[src/rtl/seg7_pkg.sv]
// Shared segment encodings and helpers for the multiplexed 4-digit 7-segment driver.
// Segment order is {g,f,e,d,c,b,a}, active-low.
package seg7_pkg;

   localparam logic [6:0] SEG_0    = 7'h40;
   localparam logic [6:0] SEG_1    = 7'h79;
   localparam logic [6:0] SEG_2    = 7'h24;
   localparam logic [6:0] SEG_3    = 7'h30;
   localparam logic [6:0] SEG_4    = 7'h19;
   localparam logic [6:0] SEG_5    = 7'h12;
   localparam logic [6:0] SEG_6    = 7'h02;
   localparam logic [6:0] SEG_7    = 7'h78;
   localparam logic [6:0] SEG_8    = 7'h00;
   localparam logic [6:0] SEG_9    = 7'h10;
   localparam logic [6:0] SEG_DASH = 7'h3F;
   localparam logic [6:0] SEG_OFF  = 7'h7F;

   localparam int unsigned CNT_W = 16;

   // Leading zeros only; a non-BCD nibble is never counted as zero, and digit 0 always shows.
   function automatic logic [3:0] lead_zero_mask(input logic [15:0] d);
      logic [3:0] m;
      m[3] = (d[15:12] == 4'd0);
      m[2] = m[3] && (d[11:8] == 4'd0);
      m[1] = m[2] && (d[7:4] == 4'd0);
      m[0] = 1'b0;
      return m;
   endfunction

endpackage

[src/rtl/seg7_decode.sv]
// Combinational BCD to active-low 7-segment decoder; codes 10..15 show a dash.
module seg7_decode
   import seg7_pkg::*;
(
   input  logic [3:0] bcd_i,
   output logic [6:0] seg_n_o
);

   // Digit lookup
   always_comb begin
      seg_n_o = SEG_DASH;
      case (bcd_i)
         4'd0:    seg_n_o = SEG_0;
         4'd1:    seg_n_o = SEG_1;
         4'd2:    seg_n_o = SEG_2;
         4'd3:    seg_n_o = SEG_3;
         4'd4:    seg_n_o = SEG_4;
         4'd5:    seg_n_o = SEG_5;
         4'd6:    seg_n_o = SEG_6;
         4'd7:    seg_n_o = SEG_7;
         4'd8:    seg_n_o = SEG_8;
         4'd9:    seg_n_o = SEG_9;
         default: seg_n_o = SEG_DASH;
      endcase
   end

endmodule

[src/rtl/seg7_scan_display.sv]
// Time-multiplexed 4-digit 7-segment scanner with per-frame shadow capture and ghost cycles.
// Optional leading-zero blanking is enabled by defining SEG7_LZB_EN.
module seg7_scan_display
   import seg7_pkg::*;
#(
   parameter int unsigned DIV = 1000
) (
   input  logic        clk,
   input  logic        reset_n,
   input  logic [15:0] digits,
   input  logic        blank,
   output logic [6:0]  seg_n,
   output logic [3:0]  an_n,
   output logic        frame_start
);

   localparam logic [CNT_W-1:0] CNT_LAST = CNT_W'(DIV - 1);
   localparam logic [CNT_W-1:0] CNT_ONE  = CNT_W'(1);

   logic [CNT_W-1:0] cnt_q, cnt_d;
   logic [1:0]       idx_q, idx_d;
   logic [15:0]      shadow_q, shadow_d;
   logic [6:0]       seg_n_q, seg_n_d;
   logic [3:0]       an_n_q, an_n_d;
   logic             frame_start_q, frame_start_d;
   logic             tick_s;
   logic             wrap_s;
   logic [3:0]       digit_s;
   logic [6:0]       dec_seg_s;
   logic [3:0]       lzb_mask_s;

   // Pins are driven from the state being entered, so the ghost cycle lands on the slot's first cycle
   always_comb begin
      tick_s        = (cnt_q == CNT_LAST);
      wrap_s        = tick_s && (idx_q == 2'd3);
      cnt_d         = cnt_q + CNT_ONE;
      idx_d         = idx_q;
      shadow_d      = shadow_q;
      an_n_d        = 4'hF;
      seg_n_d       = SEG_OFF;
      frame_start_d = (cnt_q == {CNT_W{1'b0}}) && (idx_q == 2'd0);
      if (tick_s) begin
         cnt_d = {CNT_W{1'b0}};
         idx_d = idx_q + 2'd1;
      end else begin
         cnt_d = cnt_q + CNT_ONE;
         idx_d = idx_q;
      end
      if (wrap_s) begin
         shadow_d = digits;
      end else begin
         shadow_d = shadow_q;
      end
      digit_s = shadow_d[{idx_d, 2'b00} +: 4];
`ifdef SEG7_LZB_EN
      lzb_mask_s = lead_zero_mask(shadow_d);
`else
      lzb_mask_s = 4'b0000;
`endif
      if (lzb_mask_s[idx_d]) begin
         seg_n_d = SEG_OFF;
      end else begin
         seg_n_d = dec_seg_s;
      end
      if (blank || (cnt_d == {CNT_W{1'b0}})) begin
         an_n_d = 4'hF;
      end else begin
         an_n_d = ~(4'b0001 << idx_d);
      end
   end

   seg7_decode u_decode (
      .bcd_i   (digit_s),
      .seg_n_o (dec_seg_s)
   );

   // Reset parks the scanner on the last cycle of digit 3 so the first live edge starts a frame
   always_ff @(posedge clk or negedge reset_n) begin
      if (!reset_n) begin
         cnt_q         <= CNT_LAST;
         idx_q         <= 2'd3;
         shadow_q      <= 16'h0000;
         seg_n_q       <= SEG_OFF;
         an_n_q        <= 4'hF;
         frame_start_q <= 1'b0;
      end else begin
         cnt_q         <= cnt_d;
         idx_q         <= idx_d;
         shadow_q      <= shadow_d;
         seg_n_q       <= seg_n_d;
         an_n_q        <= an_n_d;
         frame_start_q <= frame_start_d;
      end
   end

   assign seg_n       = seg_n_q;
   assign an_n        = an_n_q;
   assign frame_start = frame_start_q;

endmodule

[config.mk]
export PLATFORM = sky130hd
export DESIGN_NAME = seg7_scan_display
export DESIGN_NICKNAME = d
export VERILOG_FILES = /design/src/rtl/seg7_pkg.sv /design/src/rtl/seg7_decode.sv /design/src/rtl/seg7_scan_display.sv
export SDC_FILE = /design/constraint.sdc
export NUM_CORES = 1
export LEC_CHECK = 0
export CORE_MARGIN = 1.5
export CORE_UTILIZATION = 30
export CTS_CLUSTER_DIAMETER = 30
export DETAILED_ROUTE_END_ITERATION = 6
export MAX_ROUTING_LAYER = met4
export PLACE_DENSITY_LB_ADDON = 0.05
export SLEW_MARGIN = 20
export SYNTH_ARGS = -nofsm -noshare
export SYNTH_HDL_FRONTEND = slang
export SYNTH_SLANG_ARGS = --single-unit
[constraint.sdc]
create_clock -name clk -period 3.1 [get_ports clk]
set_input_delay 0.31 -clock clk [delete_from_list [all_inputs] [get_ports clk]]
set_output_delay 0.31 -clock clk [all_outputs]
set_load 0.01 [all_outputs]
==> Flow_metrics.wiki <==
{| class="wikitable"
! Metric !! Value
|-
| Outcome || finished clean
|-
| Syn. warnings || 0
|-
| Final Util || 0.395
|-
| H-tree depth || 2
|-
| Minimum hold slack || about 480 ps
|-
| Worst-case reg-to-reg path depth || 9
|-
| Required time worst endpoint || 3330 ps
|-
| Total detailed-routing wirelength || 7280 um
|-
| Nets in the synthesized netlist || approximately 310
|-
| Part of the Yosys area used for sequential elements || 0.409
|-
| Most used cell, CP || sky130_fd_sc_hd__or4_4
|-
| Detailed router's first-iteration violation count || 108
|-
| Wirelength per Cell || 15.8 um
|-
| Number of placement rows || 35
|-
| Max-slew headroom at the worst pin || 0.712
|-
| Core ar. || 0.00928 sq mm
|-
| Async set or reset register ratio after synthesis || 1.00
|-
| Die height || 101 um
|-
| Drc violations || 0
|-
| Chain of cells forming the critical path || or4_4 > nor4_4 > buf_4 > buf_12 > mux2i_1 > o22ai_1 > or4_4 > and3_4 > a211oi_2
|-
| IR Drop Worst-Case VDD || 0.163 mV
|-
| Fmax || 0.336 GHz
|-
| Leakage power total || 1.55 nW
|-
| Clock period minus worst slack || 2970 ps
|-
| HPWL Detailed || 5360 um
|-
| Synth Area per Inst || roughly 10 sq um
|-
| Number of clock sinks || 46
|-
| Register bit count reported by yosys || 46
|-
| Highest fanout seen on the critical path || 10
|-
| Vias in the first global route || 2108
|-
| Synthesized-area fraction occupied by adder cells || 0.0434
|-
| Pre-antenna DRT Iters || 4
|-
| Ant diodes || 0
|-
| GRT Residual Overflow || 0
|-
| Crit path max-delay family || simple AND/OR/NAND/NOR gates
|-
| Crit path capture type || flop
|-
| Synthesized instance count || 277
|-
| Total Negative Setup Slacks || 0 ps
|-
| Setup slack after layout || between 100 and 150 ps
|-
| Crit path max-delay cell type || sky130_fd_sc_hd__or4_4
|-
| Count of max-cap constraint violations || 0
|-
| Buffers and inverters on the worst path || 2
|-
| Clock latency reported for the late side of the worst-skew pair || 300 ps
|-
| Number of nets with antenna violations after routing || 0
|-
| Total global routing track utilization || 0.152
|-
| Fraction of final layout cells sized beyond drive strength 1 || 0.310
|-
| Setup-violating endpoint count in the final report || 0
|-
| Type of origin of the critical path || flop
|-
| Worst flop-to-flop path startpoint || cnt_q[14]
|-
| Endpoint arrival time on the critical path || 3200 ps
|-
| TritonCTS buffer count || 5
|-
| Count of input and output buffers || 30
|-
| Delay contributed by the slowest stage of the critical path || 620 ps
|-
| Number of enable-type register cells in the synthesized netlist || 0
|-
| Clk buf depth || 2
|-
| Initial antenna violation count || 0
|-
| Placer's final routability congestion estimate || 0.795
|-
| Worst clock skew || 4.54 ps
|-
| Multiplexer share of the synthesized area || 0.160
|-
| Share of the synthesized area in compound gates (AO/OA/AOI/OAI) || 0.0960
|-
| Reg-to-reg setup timing slack || 130 ps
|-
| Total power after layout || 0.00105 W
|-
| Global-route wire length before repair || approximately 12000 um
|-
| Minimum setup slack after placement || 7.58 ps
|-
| Combinational family with the most area after synthesis || simple AND/OR/NAND/NOR gates
|-
| CTS clk-pin slew, worst paths || 90 ps
|-
| Xor and xnor fraction of the mapped netlist area || 0.0456
|-
| HP Class || in -> async
|-
| Synthesized cell area || 0.00288 sq mm
|-
| Commonest register cell after synthesis || sky130_fd_sc_hd__dfrtp_1
|-
| R2R Path End || seg_n[4]
|-
| Setup Crit Path Kind || reg -> reg
|-
| Tightest Pin Transition || 432 ps
|-
| Crit share post-route || 0.959
|-
| Overall via count from detail_route || 2221
|-
| Buffer type at the clock tree root || sky130_fd_sc_hd__clkbuf_8
|-
| Number of placed I/O pins || 31
|-
| Largest net degree at the start of global routing || 30
|-
| Area growth from synthesis to layout || 27.3%
|-
| Pwr per Cell Area || 285 mW/mm^2
|-
| CTS tree || done
|-
| DR vias/cell || 4.82
|-
| Die Outline Area || 0.0102 sq mm
|-
| Die span in x || 101 um
|-
| Initial core utilization || 0.310
|-
| Hold violation count in the final report || 0
|-
| Post-synthesis share of cell area spent on and, or, nand and nor gates || 0.185
|-
| Count of filler cells inserted in the layout || 964
|-
| Number of max-slew violations in the final report || 0
|-
| Distinct cell type count of the synthesized netlist || 55
|-
| NumNets Final || 360
|}
routing by layer:
layer	track usage	wire, um	up-vias
met1	0.229	3900	1070
li1	-	-	1107
met3	0.0243	185	5
met4	0.0321	53	0
met5	-	0	-
met2	0.212	3140	39
layout make-up:
cell class,instances,area [sq um],share of cell area
Clock buffer,6,82.6,0.0225
Clock inverter,2,12.5,0.00341
Inverter,16,60.1,0.0164
Multi-Input combinational cell,196,1570,0.428
Sequential cell,46,1180,0.321
Tap cell,129,161,0.0440
Timing Repair Buffer,66,602,0.164
cells in the final DEF (no fill, tap or decap), types with 2 or more instances in the layout:
cell type and count:
sky130_fd_sc_hd__a22oi_1 2, sky130_fd_sc_hd__nor2_1 23, sky130_fd_sc_hd__clkdlybuf4s50_1 29, sky130_fd_sc_hd__nor4_2 2, sky130_fd_sc_hd__xnor2_1 7, sky130_fd_sc_hd__nand3_1 13
sky130_fd_sc_hd__clkbuf_8 6, sky130_fd_sc_hd__nand4_1 9, sky130_fd_sc_hd__o21ai_0 7, sky130_fd_sc_hd__o31ai_1 3, sky130_fd_sc_hd__nor3_1 6, sky130_fd_sc_hd__nand2_1 17
sky130_fd_sc_hd__or3_1 3, sky130_fd_sc_hd__a21oi_1 6, sky130_fd_sc_hd__mux2_2 15, sky130_fd_sc_hd__mux4_2 5, sky130_fd_sc_hd__a41oi_1 2, sky130_fd_sc_hd__inv_1 14
sky130_fd_sc_hd__xor2_1 8, sky130_fd_sc_hd__and4_1 5, sky130_fd_sc_hd__dfstp_2 21, sky130_fd_sc_hd__a211oi_1 4, sky130_fd_sc_hd__and3_1 2, sky130_fd_sc_hd__ha_1 8
sky130_fd_sc_hd__and3_4 2, sky130_fd_sc_hd__buf_4 32, sky130_fd_sc_hd__dfrtp_1 25, sky130_fd_sc_hd__nor4_1 2, sky130_fd_sc_hd__nand2b_1 2, sky130_fd_sc_hd__mux2_4 3
sky130_fd_sc_hd__o211ai_1 3, sky130_fd_sc_hd__mux2i_1 11, sky130_fd_sc_hd__or4_4 3, sky130_fd_sc_hd__a31oi_1 2
worst register-to-register path, cell delays in order, from the launching register on:
cell and delay [ps]:
sky130_fd_sc_hd__dfrtp_1 400, sky130_fd_sc_hd__or4_4 560, sky130_fd_sc_hd__nor4_4 270, sky130_fd_sc_hd__buf_4 180
sky130_fd_sc_hd__buf_12 120, sky130_fd_sc_hd__mux2i_1 290, sky130_fd_sc_hd__o22ai_1 110, sky130_fd_sc_hd__or4_4 620
sky130_fd_sc_hd__and3_4 230, sky130_fd_sc_hd__a211oi_2 130
cell usage after synthesis (3+ instances only):
master,instances,area share
sky130_fd_sc_hd__nor2_1,23,0.030
sky130_fd_sc_hd__o21ai_0,7,0.012
sky130_fd_sc_hd__dfrtp_1,25,0.22
sky130_fd_sc_hd__a21oi_1,7,0.012
sky130_fd_sc_hd__mux4_2,5,0.039
sky130_fd_sc_hd__buf_4,3,0.0078
sky130_fd_sc_hd__mux2i_1,12,0.042
sky130_fd_sc_hd__inv_1,15,0.020
sky130_fd_sc_hd__or3_1,3,0.0065
sky130_fd_sc_hd__nand3_1,13,0.023
sky130_fd_sc_hd__dfstp_2,21,0.19
sky130_fd_sc_hd__nand2_1,17,0.022
sky130_fd_sc_hd__a211oi_1,4,0.010
sky130_fd_sc_hd__ha_1,10,0.043
sky130_fd_sc_hd__xnor2_1,7,0.021
sky130_fd_sc_hd__o211ai_1,3,0.0078
sky130_fd_sc_hd__buf_6,3,0.012
sky130_fd_sc_hd__buf_2,6,0.010
sky130_fd_sc_hd__xor2_1,8,0.024
sky130_fd_sc_hd__and4_1,5,0.015
sky130_fd_sc_hd__clkbuf_1,5,0.0065
sky130_fd_sc_hd__mux2_2,18,0.070
sky130_fd_sc_hd__nand4_1,9,0.020
sky130_fd_sc_hd__o31ai_1,3,0.0078
sky130_fd_sc_hd__nor3_1,6,0.010
logic make-up after synthesis:
logic type / after synthesis
adders and majority gates: 10
DFF: 46
AOI/OAI and AO/OA: 40
xor gates and xnor gates: 15
muxes: 36
buffers and inverters: 35
and+or+nand+nor: 95
registers in the layout, summed over array words and instances (netlist names):
name / count
an_n: 4
cnt_q: 16
seg_n: 7
frame_start: 1
shadow_q: 16
idx_q: 2
timing repair:
action,CTS,global route
pin swaps,0,8
resized for setup,1,11
endpoints found under the hold margin,6,0
setup endpoints to repair,1,7
gates cloned,0,1
hold buffers,1,0
buffers inserted,0,6
how the worst max path moves through the flow:
| stage | end | start | slack (ps) | cells past startpoint |
|---|---|---|---|---|
| final | seg_n[4] | cnt_q[14] | 130 | 9 |
| after floorplan | seg_n[6] | idx_q[0] | 40 | 13 |
| after detailed placement | seg_n[4] | cnt_q[10] | 8 | 8 |
| after global placement | seg_n[4] | cnt_q[10] | 20 | 8 |
| after global routing | seg_n[3] | cnt_q[14] | -6 | 12 |
| after CTS | seg_n[6] | cnt_q[10] | 30 | 11 |
power by group:
part,switching [W],leakage (nW),total [W],internal (W)
registers,0.000000149,0.563,0.000602,0.000602
clock network,0.000218,0.0472,0.000397,0.000180
logic,0.0000217,0.941,0.0000460,0.0000243
total,0.000239,1.55,0.00105,0.000806
metrics by stage:
step	std cells	instance area, sq um
2_1_floorplan	277	2880
3_3_place_gp	445	3450
3_5_place_dp	445	3450
4_1_cts	454	3550
5_1_grt	461	3670
6_report	461	3670
(Power assumes the default switching activity.)
